<file path="src/rtl/pc_sequencer.sv">
// Program-counter sequencer: fetches instruction words from instruction memory
// one at a time, presents each to decode, and handles execute-stage redirects
// (including misaligned targets, which are steered to the trap vector).
module pc_sequencer #(
   parameter logic [31:0] RESET_VECTOR = 32'h0000_0000,
   parameter logic [31:0] TRAP_VECTOR  = 32'h0000_0100
) (
   input  logic        clock,
   input  logic        reset,
   output logic        imem_req,
   output logic [31:0] imem_addr,
   input  logic        imem_ack,
   input  logic [31:0] imem_rdata,
   input  logic        redirect,
   input  logic [31:0] redirect_target,
   input  logic        stall,
   output logic        inst_valid,
   output logic [31:0] inst_code,
   output logic [31:0] inst_pc,
   output logic        misalign_err,
   output logic [31:0] inst_count
);

   localparam int unsigned XLEN = 32;

   localparam logic [1:0] ST_IDLE = 2'd0;
   localparam logic [1:0] ST_REQ  = 2'd1;
   localparam logic [1:0] ST_OUT  = 2'd2;

   logic [1:0]      state_q, state_d;
   logic [XLEN-1:0] pc_q, pc_d;
   logic            disc_q, disc_d;
   logic [XLEN-1:0] disc_tgt_q, disc_tgt_d;
   logic [XLEN-1:0] code_d, ipc_d, count_d;
   logic            err_d;
   logic            misaligned_c;
   logic [XLEN-1:0] redir_pc_c;

   // Effective redirect destination: misaligned targets go to the trap vector
   always_comb begin
      misaligned_c = (redirect_target[1:0] != 2'b00);
      redir_pc_c   = misaligned_c ? TRAP_VECTOR : redirect_target;
   end

   // State register
   always_ff @(posedge clock) begin
      if (!reset) begin
         state_q <= ST_IDLE;
      end else begin
         state_q <= state_d;
      end
   end

   // Next-state, next-pc and next-output decisions
   always_comb begin
      state_d    = state_q;
      pc_d       = pc_q;
      disc_d     = disc_q;
      disc_tgt_d = disc_tgt_q;
      code_d     = inst_code;
      ipc_d      = inst_pc;
      count_d    = inst_count;
      err_d      = 1'b0;
      case (state_q)
         ST_IDLE: begin
            // Redirects are ignored here; start fetching at the reset vector
            state_d = ST_REQ;
            pc_d    = RESET_VECTOR;
            disc_d  = 1'b0;
         end
         ST_REQ: begin
            err_d = redirect & misaligned_c;
            if (imem_ack) begin
               if (redirect) begin
                  // Same-cycle redirect wins: drop the word, refetch at target
                  pc_d   = redir_pc_c;
                  disc_d = 1'b0;
               end else if (disc_q) begin
                  // Word belongs to a squashed path: drop it, go to latched target
                  pc_d   = disc_tgt_q;
                  disc_d = 1'b0;
               end else begin
                  code_d  = imem_rdata;
                  ipc_d   = pc_q;
                  pc_d    = pc_q + XLEN'(4);
                  state_d = ST_OUT;
               end
            end else if (redirect) begin
               // Keep the request stable; remember where to go once it completes
               disc_d     = 1'b1;
               disc_tgt_d = redir_pc_c;
            end
         end
         ST_OUT: begin
            err_d = redirect & misaligned_c;
            if (redirect) begin
               pc_d    = redir_pc_c;
               state_d = ST_REQ;
            end else if (!stall) begin
               count_d = inst_count + XLEN'(1);
               state_d = ST_REQ;
            end
         end
         default: begin
            state_d = ST_IDLE;
            pc_d    = RESET_VECTOR;
            disc_d  = 1'b0;
         end
      endcase
   end

   // Datapath and registered outputs, aligned with the state they belong to
   always_ff @(posedge clock) begin
      if (!reset) begin
         pc_q         <= RESET_VECTOR;
         disc_q       <= 1'b0;
         disc_tgt_q   <= RESET_VECTOR;
         imem_req     <= 1'b0;
         imem_addr    <= RESET_VECTOR;
         inst_valid   <= 1'b0;
         inst_code    <= '0;
         inst_pc      <= '0;
         misalign_err <= 1'b0;
         inst_count   <= '0;
      end else begin
         pc_d_commit: begin
            pc_q       <= pc_d;
            disc_q     <= disc_d;
            disc_tgt_q <= disc_tgt_d;
         end
         imem_req     <= (state_d == ST_REQ);
         imem_addr    <= pc_d;
         inst_valid   <= (state_d == ST_OUT);
         inst_code    <= code_d;
         inst_pc      <= ipc_d;
         misalign_err <= err_d;
         inst_count   <= count_d;
      end
   end

endmodule

</file>
<file path="config.mk">
export PLATFORM = sky130hd
export DESIGN_NAME = pc_sequencer
export DESIGN_NICKNAME = d
export VERILOG_FILES = /design/src/rtl/pc_sequencer.sv
export SDC_FILE = /design/constraint.sdc
export NUM_CORES = 1
export LEC_CHECK = 0
export CORE_MARGIN = 3
export CORE_UTILIZATION = 49
export CTS_CLUSTER_SIZE = 12
export DETAILED_ROUTE_END_ITERATION = 16
export GPL_ROUTABILITY_DRIVEN = 0
export GPL_TIMING_DRIVEN = 0
export PLACE_DENSITY_LB_ADDON = 0.1
export SLEW_MARGIN = 20
export SYNTH_ARGS = -nofsm -noshare
export SYNTH_HDL_FRONTEND = slang
export SYNTH_SLANG_ARGS = --single-unit
</file>
<file path="constraint.sdc">
create_clock -name clock -period 3.4 [get_ports clock]
set_input_delay 0.51 -clock clock [delete_from_list [all_inputs] [get_ports clock]]
set_output_delay 0.51 -clock clock [all_outputs]
set_load 0.005 [all_outputs]
</file>
# After elaboration in Yosys (flattened, before gate mapping)
# Index checks and enable logic that the tools add are counted.
[totals]
wordCells = 49
register_bits = 166
inputBits = 69
output_inout_bits = 131
[classes]
n_eq_ne = 7
reduce_logical = 9
n_bitwise = 6
n_mux = 15
n_addsub = 2
[ops]
columns = ["op", "count"]
rows = [
  ["$mux 32", 5],
  ["$pmux 32 s2", 1],
  ["$add 32x1->32 const B", 1],
  ["$add 32x3->32 const B", 1],
  ["$mux 2", 5],
  ["$pmux 2 s3", 1],
  ["$reduce_and 2->1", 3],
  ["$reduce_and 3->1", 2],
  ["$not 1->1", 5],
  ["$eq 2x1->1 const B", 2],
  ["$eq 2x2->1 const B", 2],
  ["$ne 2x2->1 const B", 2],
  ["$reduce_and 4->1", 1],
  ["$ne 3x3->1 const B", 1],
  ["$logic_not 2->1", 1],
  ["$mux 1", 2],
  ["$pmux 1 s2", 1],
  ["$reduce_bool 2->1", 1],
  ["$reduce_or 2->1", 1],
  ["$and 1x1->1", 1],
]

# Depth between registers and ports, before layout
# Gate-level depths: netlist (run 1).
[logic_depth]
ltp_word = 5
ltp_mapped = 10
mapped_depth_nobuf = 7

# Worst setup path before layout (run 1)
# OpenSTA, ideal clock, no wires.
[synth_path]
path_type = "reg-to-reg"
startpoint = "register state_q[0]"
endpoint = "register inst_count[23]"
path_slack_ns = 0.992
required_time_ns = 3.330
arrival_ns = 2.337
path_stages_with_launch = 10
path_buffers = 2
path_cell_list = "dfxtp_1 > inv_1 > ha_1 > or3b_1 > buf_2 > or3b_1 > or4_1 > buf_2 > or3_1 > a21oi_1"
[synth_between]
elab_chain_cells = 2
[synth_rtl]
columns = ["item", "line_no", "source"]
rows = [
  ["from (decl)", "30", "logic [1:0] state_q, state_d;"],
  ["from (signal assigned)", "50", "state_q <= state_d;"],
  ["$eq 2x2->1", "64", "case (state_q)"],
  ["$reduce_and 3->1 (no source line)", "n/a", ""],
  ["to (signal assigned)", "137", "inst_count <= count_d;"],
  ["to (decl)", "21", "output logic [31:0] inst_count"],
]
# No other way between the ends.
# A chain may end at the register's enable or synchronous reset.

# Worst setup path in the final report (run 1)
[layout_path]
startpoint = "input port redirect"
endpoint = "register inst_pc[31]"
[layout_between]
elab_chain_cells = 2
[layout_rtl]
columns = ["item", "line_no", "source"]
rows = [
  ["from (decl)", "14", "input logic redirect,"],
  ["$not 1->1 (no source line)", "n/a", ""],
  ["$reduce_and 4->1 (no source line)", "n/a", ""],
  ["to (signal assigned)", "135", "inst_pc <= ipc_d;"],
  ["to (decl)", "19", "output logic [31:0] inst_pc,"],
]
# No other way between the ends.

==> results of run 1 <==
## area by class of cell
type	instances	share of cell area (%)
plain buffers	71	2.56
well taps	211	2.50
clock inverters	8	0.937
repair buffers	199	18.9
multi-input cells	731	38.5
clock buffers	22	4.50
inverters	17	0.605
flip-flops and latches	166	31.5
## placed cells by master, fill, tap and decap left out, types with 9 or more instances in the layout
cell type / instances
a211oi_1: 16
a21oi_1: 122
a32oi_1: 13
and2_1: 10
and3_1: 15
clkbuf_1: 63
clkbuf_16: 17
clkdlybuf4s50_1: 199
dfxtp_1: 166
inv_1: 16
mux2i_1: 10
nand2_1: 203
nand3_1: 50
nand4_1: 28
nor2_1: 60
nor3_1: 9
nor4_1: 12
o21ai_0: 25
or3_1: 10
xnor2_1: 22
xor2_1: 12
## Yosys cell counts, types with 7 or more instances
master	instances	area [sq um]
a211oi_1	16	120
a21oi_1	122	611
a32oi_1	13	114
and2_1	10	62.6
and3_1	15	93.8
buf_1	7	26.3
clkbuf_1	61	229
dfxtp_1	166	3320
inv_1	16	60.1
mux2i_1	10	100
nand2_1	203	762
nand3_1	50	250
nand4_1	28	175
nor2_1	61	229
nor2b_1	8	50.1
nor3_1	9	45.0
nor3b_1	7	52.6
nor4_1	12	75.1
o211ai_1	7	52.6
o21ai_0	25	125
or3_1	10	62.6
xnor2_1	22	193
xor2_1	12	105
## report_power, final
group	switching, mW	total, mW	internal [mW]	leakage [nW]
clock network	0.782	1.91	1.13	0.278
registers	0.0198	1.99	1.97	1.34
logic	0.256	0.426	0.170	1.83
total	1.06	4.33	3.27	3.44
## kinds of logic after synthesis
kind of cell / synth area share [%]
xor+xnor: 3.86
simple gates: 27.6
compound gates: 18.7
buf+inv: 4.33
fa+ha+maj: 0.974
mux: 1.44
flops: 43.1
## critical path: cells and delay by family
| family | cells | cell delay [ps] |
|---|---|---|
| buf+inv | 5 | 2180 |
| simple gates | 3 | 510 |
| compound gates | 1 | 160 |
## routing by layer
metal | GRT usage, % | vias to the layer above | wire length (um)
met1 | 39.0 | 3737 | 10800
met4 | 9.39 | 0 | 669
met3 | 11.0 | 63 | 3310
met5 | 0 | - | 0
met2 | 41.9 | 462 | 10900
li1 | - | 3922 | -
## metrics by stage
stage | area (sq um) | power [mW] | hold WS [ps] | cells
after detailed placement | 9960 | 2.44 | 444 | 1395
after global placement | 9960 | 2.44 | 439 | 1395
after floorplan | 7710 | 2.22 | 432 | 985
after global routing | 10500 | 4.45 | 465 | 1425
after CTS | 10500 | 4.34 | 452 | 1425
final | 10500 | 4.33 | 452 | 1425
## sequential cells by signal, indices dropped and copies added (netlist names)
name and flops:
disc_tgt_q 32, inst_code 32, inst_count 32, inst_pc 32
pc_q 32, state_q 2, disc_q 1, imem_req 1
inst_valid 1, misalign_err 1
## worst paths after layout
| check | from | endpoint | slack, ps | depth (start not counted) |
|---|---|---|---|---|
| worst max-delay path | redirect | inst_pc[31] | 370 | 9 |
| worst min-delay path | inst_code[31] | inst_code[31] | 450 | 2 |
| worst max register to register | pc_q[8] | pc_q[29] | 380 | 5 |
| worst min register to register | inst_code[31] | inst_code[31] | 450 | 2 |
==> flow_summary_export.csv, run 1 <==
group,metric,value,unit
logic_synthesis,synth_edf_count,0,
timing,setup_viol,0,
grt,grt_overflow_total,0,
floorplanning,die_x,131,um
finish,antenna_cells,0,
logic_synthesis,ys_ff_latch,166,
timing,clock.fmax,330,MHz
timing,period_minus_slack,3030,ps
timing,finalClockSkew,7.65,ps
worst_setup_path,crit_fanout,10,
routing,drt_iter0_markers,986,
floorplanning,initial_core_util,50.3,%
logic_synthesis,syn_inst,985,
timing,tightest_slew,1150,ps
worst_setup_path,critical_path.endpoint_type,"flop",
routing,num_vias,8184,
routing,via_per_inst,5.74,
logic_synthesis,synthesis.area,7710,sq um
cts,cts_tree,"yes",
pwr,ir_worst_vdd,0.374,mV
timing,finalWorstSetupSlack,373,ps
grt,grt_pass1_wl,40.0,mm
cts,ctsResizeCount,0,
routing,drc_errors,0,
finish,area.growth.synth_to_final,36.8,%
cts,cts_buffers,17,
status,status,"finished, final reports clean",
routing,postRouteAntennaNets,0,
placement,post-place-ws,-34.5,ps
finish,multi_input_area,4060,sq um
hold_path,hold_class,"reg -> reg",
worst_setup_path,path_common_cell,"clkbuf_1",
placement,dp_hpwl,18.9,mm
run,maxCapViolations,0,
worst_setup_path,slowest_delay,510,ps
cts,hold_buffers,0,
routing,wl_per_cell,18.0,um
timing,hold_viol,0,
cts,worstSkewPairLatency,420,ps
logic_synthesis,ys_warn_count,0,
finish,seq_area,3320,sq um
pwr,power.density,410,nW/um^2
grt,first_global_vias,7415,
floorplanning,num_rows,45,
floorplanning,die_h,131,um
cts,root_buffer,"clkbuf_16",
finish,final_layout_size_suffix_gt1_share,3.87,%
timing,slew-limit-headroom,22.5,%
logic_synthesis,seq_area_frac_synth,43.1,%
grt,grt_max_degree,17,
routing,first_pass_iters,6,
logic_synthesis,synth_nets,1060,
cts,htreeDepth,4,
timing,min_period_over_period,89.0,%
floorplanning,die-area,17300,sq um
pwr,p_leak,3.44,nW
cts,ctsLongestPathBuffers,2,
cts,clock_sinks,166,
logic_synthesis,syn_area_per_cell,7.83,sq um
cts,path_clk_slew,60,ps
logic_synthesis,synthArstFlopShare,0,%
cts,post_cts_buffers,0,
timing,finalMaxSlewViolations,0,
finish,post-route-util,68.9,%
finish,num-nets-final,1278,
logic_synthesis,synthFlopType,"dfxtp_1",
floorplanning,fp.coreArea,15300,sq um
grt,grt_usage,28.7,%
worst_setup_path,worst_path_max_delay_cell,"clkbuf_1",
routing,wl,25.7,mm
worst_setup_path,crit_arrival,3370,ps
finish,fillCellCount,1358,
placement,port_buffers,199,
timing,setup_tns,0,ps
worst_setup_path,startpoint_type,"input port",
grt,antenna_found_initial,0,
worst_setup_path,crit_required,3750,ps
worst_setup_path,crit_type,"in -> reg",
worst_setup_path,worstPathCellList,"clkdlybuf4s50_1 > clkbuf_1 > clkbuf_1 > nor2_1 > nand3_1 > clkbuf_1 > clkbuf_1 > nand2_1 > a21oi_1",
timing,rsz0062_at_grt,"no",
floorplanning,boundaryPins,200,
logic_synthesis,synth.distinct_cells,60,
(Power assumes the default switching activity.)
==> run 2, diff against run 1 <==
- CORE_UTILIZATION: 49 -> 44
- clock period: 3.4 -> 2.5 ns (I/O delays scaled with it)
==> run 2 against run 1 <==
Net effect:
- wire length up 1.3%
- die area rose by 11%
- utilization decreased by 5.7 points
- critical endpoint is now inst_count[27]
- clock power increased by 27%
==> flow_summary_export.csv, run 2 (same netlist as run 1, synthesis figures left out) <==
group,metric,value,unit
grt,grt_overflow_total,0,
finish,num-nets-final,1278,
finish,final_cell_mix,"203 x nand2_1, 199 x clkdlybuf4s50_1, 163 x dfxtp_1, 120 x a21oi_1, 58 x nor2_1",
finish,antenna_cells,0,
finish,fin_cells,1433,
hold_path,hold_class,"reg -> reg",
grt,grt_usage,25.9,%
floorplanning,die_h,138,um
timing,min_period_over_period,97.6,%
worst_setup_path,reg2reg_from,"state_q[0]",
floorplanning,initial_core_util,45.7,%
timing,slew-limit-headroom,54.1,%
floorplanning,boundaryPins,200,
worst_setup_path,r2r_setup_slack,60,ps
hold_path,whs_endpoint,"disc_tgt_q[5]",
routing,first_pass_iters,7,
worst_setup_path,worstPathCellList,"inv_4 > ha_4 > or3b_4 > or3b_1 > or4_4 > buf_6 > or3_1 > a21oi_1",
timing,setup_tns,0,ps
routing,via_per_inst,5.66,
cts,ctsLongestPathBuffers,2,
placement,dp_hpwl,19.0,mm
routing,wl,26.0,mm
timing,hold_viol,0,
grt,grt_pass1_wl,40.6,mm
floorplanning,die-area,19100,sq um
grt,grt_max_degree,17,
routing,drt_iter0_markers,977,
cts,cts_buffers,17,
timing,rsz0062_at_grt,"yes",
cts,hold_buffers,0,
hold_path,holdPathStages,2,
floorplanning,die_x,138,um
status,status,"finished, final reports clean",
worst_setup_path,crit_type,"reg -> reg",
pwr,ir_worst_vdd,0.509,mV
pwr,power.density,537,nW/um^2
worst_setup_path,crit_arrival,2780,ps
worst_setup_path,crit_fanout,7,
grt,first_global_vias,7455,
hold_path,min_from,"disc_tgt_q[5]",
finish,area.growth.synth_to_final,38.3,%
cts,path_clk_slew,60,ps
worst_setup_path,slowest_delay,420,ps
cts,htreeDepth,4,
placement,port_buffers,199,
worst_setup_path,worst_path_max_delay_cell,"or4_4",
cts,cts_tree,"yes",
worst_setup_path,crit_required,2840,ps
cts,root_buffer,"clkbuf_16",
routing,drc_errors,0,
worst_setup_path,r2r-end,"inst_count[27]",
cts,clock_sinks,166,
floorplanning,fp.coreArea,16900,sq um
worst_setup_path,critical_path.endpoint_type,"flop",
run,maxCapViolations,0,
placement,post-place-ws,-920,ps
timing,fin_hold_ws,452,ps
timing,finalClockSkew,8.58,ps
finish,final_layout_size_suffix_gt1_share,7.42,%
timing,period_minus_slack,2440,ps
routing,postRouteAntennaNets,0,
cts,worstSkewPairLatency,420,ps
worst_setup_path,startpoint_type,"flop",
timing,finalMaxSlewViolations,0,
timing,clock.fmax,410,MHz
grt,antenna_found_initial,0,
timing,setup_viol,0,
routing,num_vias,8109,
timing,finalWorstSetupSlack,59.4,ps
routing,wl_per_cell,18.2,um
floorplanning,num_rows,47,
timing,tightest_slew,685,ps
finish,layout_commonest_cell,"nand2_1",
placement,dp_cells,1404,
worst_setup_path,reg2reg_depth,8,
pwr,p_leak,3.57,nW
==> run 2: worst max-delay path by stage <==
stage	startpoint	endpoint	slack, ps	depth (start not counted)
detailed placement	redirect	inst_code[7]	-920	9
global route	pc_q[12]	pc_q[27]	-30	6
CTS	pc_q[8]	pc_q[29]	7	5
global placement	redirect	inst_code[0]	-900	9
finish	state_q[0]	inst_count[27]	60	8
floorplan	state_q[0]	inst_count[23]	90	9
==> run 2: where the power goes <==
part           total (mW)  internal (mW)  switching (mW)  leakage (nW)
sequential           2.71           2.68          0.0272          1.34
clock                2.43           1.37            1.05         0.257
combinational       0.596          0.239           0.356          1.97
==> run 2: repair_timing <==
action / in CTS / in global routing
gates resized for setup: 24 / 37
setup endpoints to repair: 95 / 121
buffers inserted: 1 / 4
pin swaps: 1 / 4
==> run 2: metrics by stage <==
| step | power (mW) | area (sq um) | util [%] |
|---|---|---|---|
| detailed placement | 3.33 | 9980 | 59.1 |
| finish | 5.73 | 10700 | 63.2 |
| global placement | 3.33 | 9980 | 59.1 |
| CTS | 5.74 | 10600 | 62.6 |
| global route | 5.91 | 10700 | 63.2 |
| floorplan | 3.02 | 7710 | - |
==> run 2: critical path, delay by kind of cell (launching register included) <==
| kind | cells | cell delay, ps |
|---|---|---|
| AO/OA/AOI/OAI | 1 | 140 |
| flip-flops | 1 | 360 |
| adder cells (fa/ha/maj) | 1 | 130 |
| buffers and inverters | 2 | 220 |
| AND/OR/NAND/NOR | 4 | 1500 |
==> run 2: per-layer routing <==
layer	GRT usage (%)	wire length, um
met1	35.9	11500
met2	39.0	11400
met3	6.80	2520
met4	9.26	542
met5	0	0
==> run 2: cell type report <==
class                   instances  area (sq um)
plain buffers                  66           287
clock buffers                  20           447
clock inverters                 9          82.6
fillers                      1564          6220
inverters                      17          66.3
multi-input cells             731          4140
flip-flops and latches        166          3330
well taps                     220           275
repair buffers                204          2030
==> run 3, diff against run 2 <==
--- a/config.mk
+++ b/config.mk
@@ -9,2 +9,3 @@
 export CORE_UTILIZATION = 44
+export CTS_BUF_LIST = sky130_fd_sc_hd__clkbuf_4 sky130_fd_sc_hd__clkbuf_8 sky130_fd_sc_hd__clkbuf_16
 export CTS_CLUSTER_SIZE = 12
==> constraint.sdc (replaced) <==
create_clock -name clock -period 2.5 [get_ports clock]
set_input_delay 0.75 -clock clock [delete_from_list [all_inputs] [get_ports clock]]
set_output_delay 0.75 -clock clock [all_outputs]
set_load 0.005 [all_outputs]
==> run 3 against run 2 <==
Net effect:
- combinational power grew 2%
- via count grew 1.7%
- utilization grew 0.65 points
- non-clock buffer count grew 5
- cell count grew 0.56%
- critical path type unchanged
- highest routed layer unchanged
- sequential share of layout area shrank 0.32 points
==> flow_summary_export.csv, run 3 (same netlist as run 1, synthesis figures left out) <==
group,metric,value,unit
timing,finalWorstSetupSlack,18.2,ps
timing,hold_viol,0,
routing,via_per_inst,5.72,
routing,drt_iter0_markers,711,
finish,seq_area,3330,sq um
placement,dp_hpwl,18.9,mm
routing,wl_per_cell,18.1,um
floorplanning,die_x,138,um
timing,min_period_over_period,99.3,%
placement,post-place-ws,-1270,ps
grt,first_global_vias,7538,
finish,fillCellCount,1534,
cts,root_buffer,"clkbuf_16",
cts,cts_buffers,17,
grt,grt_overflow_total,0,
timing,finalClockSkew,5.79,ps
finish,antenna_cells,0,
finish,multi_input_area,4170,sq um
routing,first_pass_iters,6,
routing,drc_errors,0,
routing,postRouteAntennaNets,0,
finish,fin_cells,1441,
finish,final_layout_size_suffix_gt1_share,9.42,%
cts,htreeDepth,4,
timing,setup_viol,0,
cts,path_clk_slew,60,ps
timing,clock.fmax,403,MHz
floorplanning,die_h,138,um
worst_setup_path,startpoint_type,"flop",
placement,port_buffers,199,
run,maxCapViolations,0,
floorplanning,boundaryPins,200,
finish,final_cell_mix,"203 x nand2_1, 197 x clkdlybuf4s50_1, 163 x dfxtp_1, 120 x a21oi_1, 57 x nor2_1",
worst_setup_path,crit_required,2850,ps
worst_setup_path,crit_arrival,2840,ps
floorplanning,die-area,19100,sq um
cts,cts_tree,"yes",
timing,rsz0062_at_grt,"yes",
grt,grt_max_degree,17,
pwr,p_total,5.87,mW
hold_path,hold_class,"reg -> reg",
timing,tightest_slew,709,ps
timing,slew-limit-headroom,52.3,%
cts,ctsLongestPathBuffers,2,
status,status,"finished, final reports clean",
floorplanning,fp.coreArea,16900,sq um
floorplanning,initial_core_util,45.7,%
timing,finalMaxSlewViolations,0,
cts,worstSkewPairLatency,430,ps
placement,dp_cells,1404,
worst_setup_path,critical_path.endpoint_type,"flop",
pwr,p_leak,3.65,nW
grt,antenna_found_initial,0,
worst_setup_path,crit_fanout,7,
routing,num_vias,8249,
pwr,power.density,545,nW/um^2
cts,hold_buffers,0,
pwr,ir_worst_vdd,0.515,mV
worst_setup_path,crit_type,"reg -> reg",
grt,grt_pass1_wl,40.9,mm
timing,setup_tns,0,ps
finish,num-nets-final,1283,
finish,layout_commonest_cell,"nand2_1",
cts,clock_sinks,166,
finish,area.growth.synth_to_final,39.7,%
routing,wl,26.1,mm
floorplanning,num_rows,47,
timing,period_minus_slack,2480,ps
grt,grt_usage,26.2,%
timing,fin_hold_ws,452,ps
==> run 3: cell types whose count changed in the layout (fill, tap and decap cells not counted), sizes merged, moves of 2 or more <==
cell           previous run  this run
buf                      12        20
clkbuf                   79        76
clkdlybuf4s50           199       197
clkinv                    6         4
inv                      17        22
==> run 3: routing by layer <==
metal / up-vias / GRT usage, % / share of wire [%]
li1: 3938 / - / -
met2: 414 / 41.0 / 45
met4: 0 / 7.70 / 1.8
met1: 3862 / 36.4 / 44
met3: 35 / 5.66 / 9.1
met5: - / 0 / 0
==> run 3: through the flow <==
step	area, sq um	util, %
floorplan	7710	-
global placement	9980	59.1
detailed placement	9990	59.2
CTS	10700	63.3
global route	10800	63.8
finish	10800	63.8
==> run 3: layout make-up <==
type,instances,share of cell area [%]
clock inverters,13,1.12
plain buffers,65,2.71
flip-flops and latches,166,30.9
multi-input cells,731,38.7
repair buffers,210,19.2
well taps,220,2.56
inverters,17,0.616
clock buffers,19,4.21
==> run 3: what timing repair did <==
action / in CTS / in global routing
resized for setup: 40 / 51
setup buffers: 4 / 7
setup endpoints to repair: 153 / 111
pin swaps: 3 / 8
hold endpoints to repair: 0 / 0
==> run 3: power by group <==
group	switching, mW	internal (mW)	leakage, nW
Clock	1.12	1.44	0.277
Combinational	0.361	0.245	2.03
Sequential	0.0266	2.68	1.34
==> run 3: critical path: stages (launching register included) <==
cell     delay, ps
dfxtp_4        360
inv_4           60
ha_4           120
or3b_4         400
or3b_1         370
or4_4          600
or3_4          390
a21oi_2        120
==> run 3: path summary, 6_finish.rpt <==
path                 startpoint        endpoint  slack [ps]  cells after the start
setup / recovery     state_q[0]  inst_count[25]          20                      7
hold / removal    disc_tgt_q[5]   disc_tgt_q[5]         450                      2
setup reg to reg     state_q[0]  inst_count[25]          20                      7
hold reg to reg   disc_tgt_q[5]   disc_tgt_q[5]         450                      2
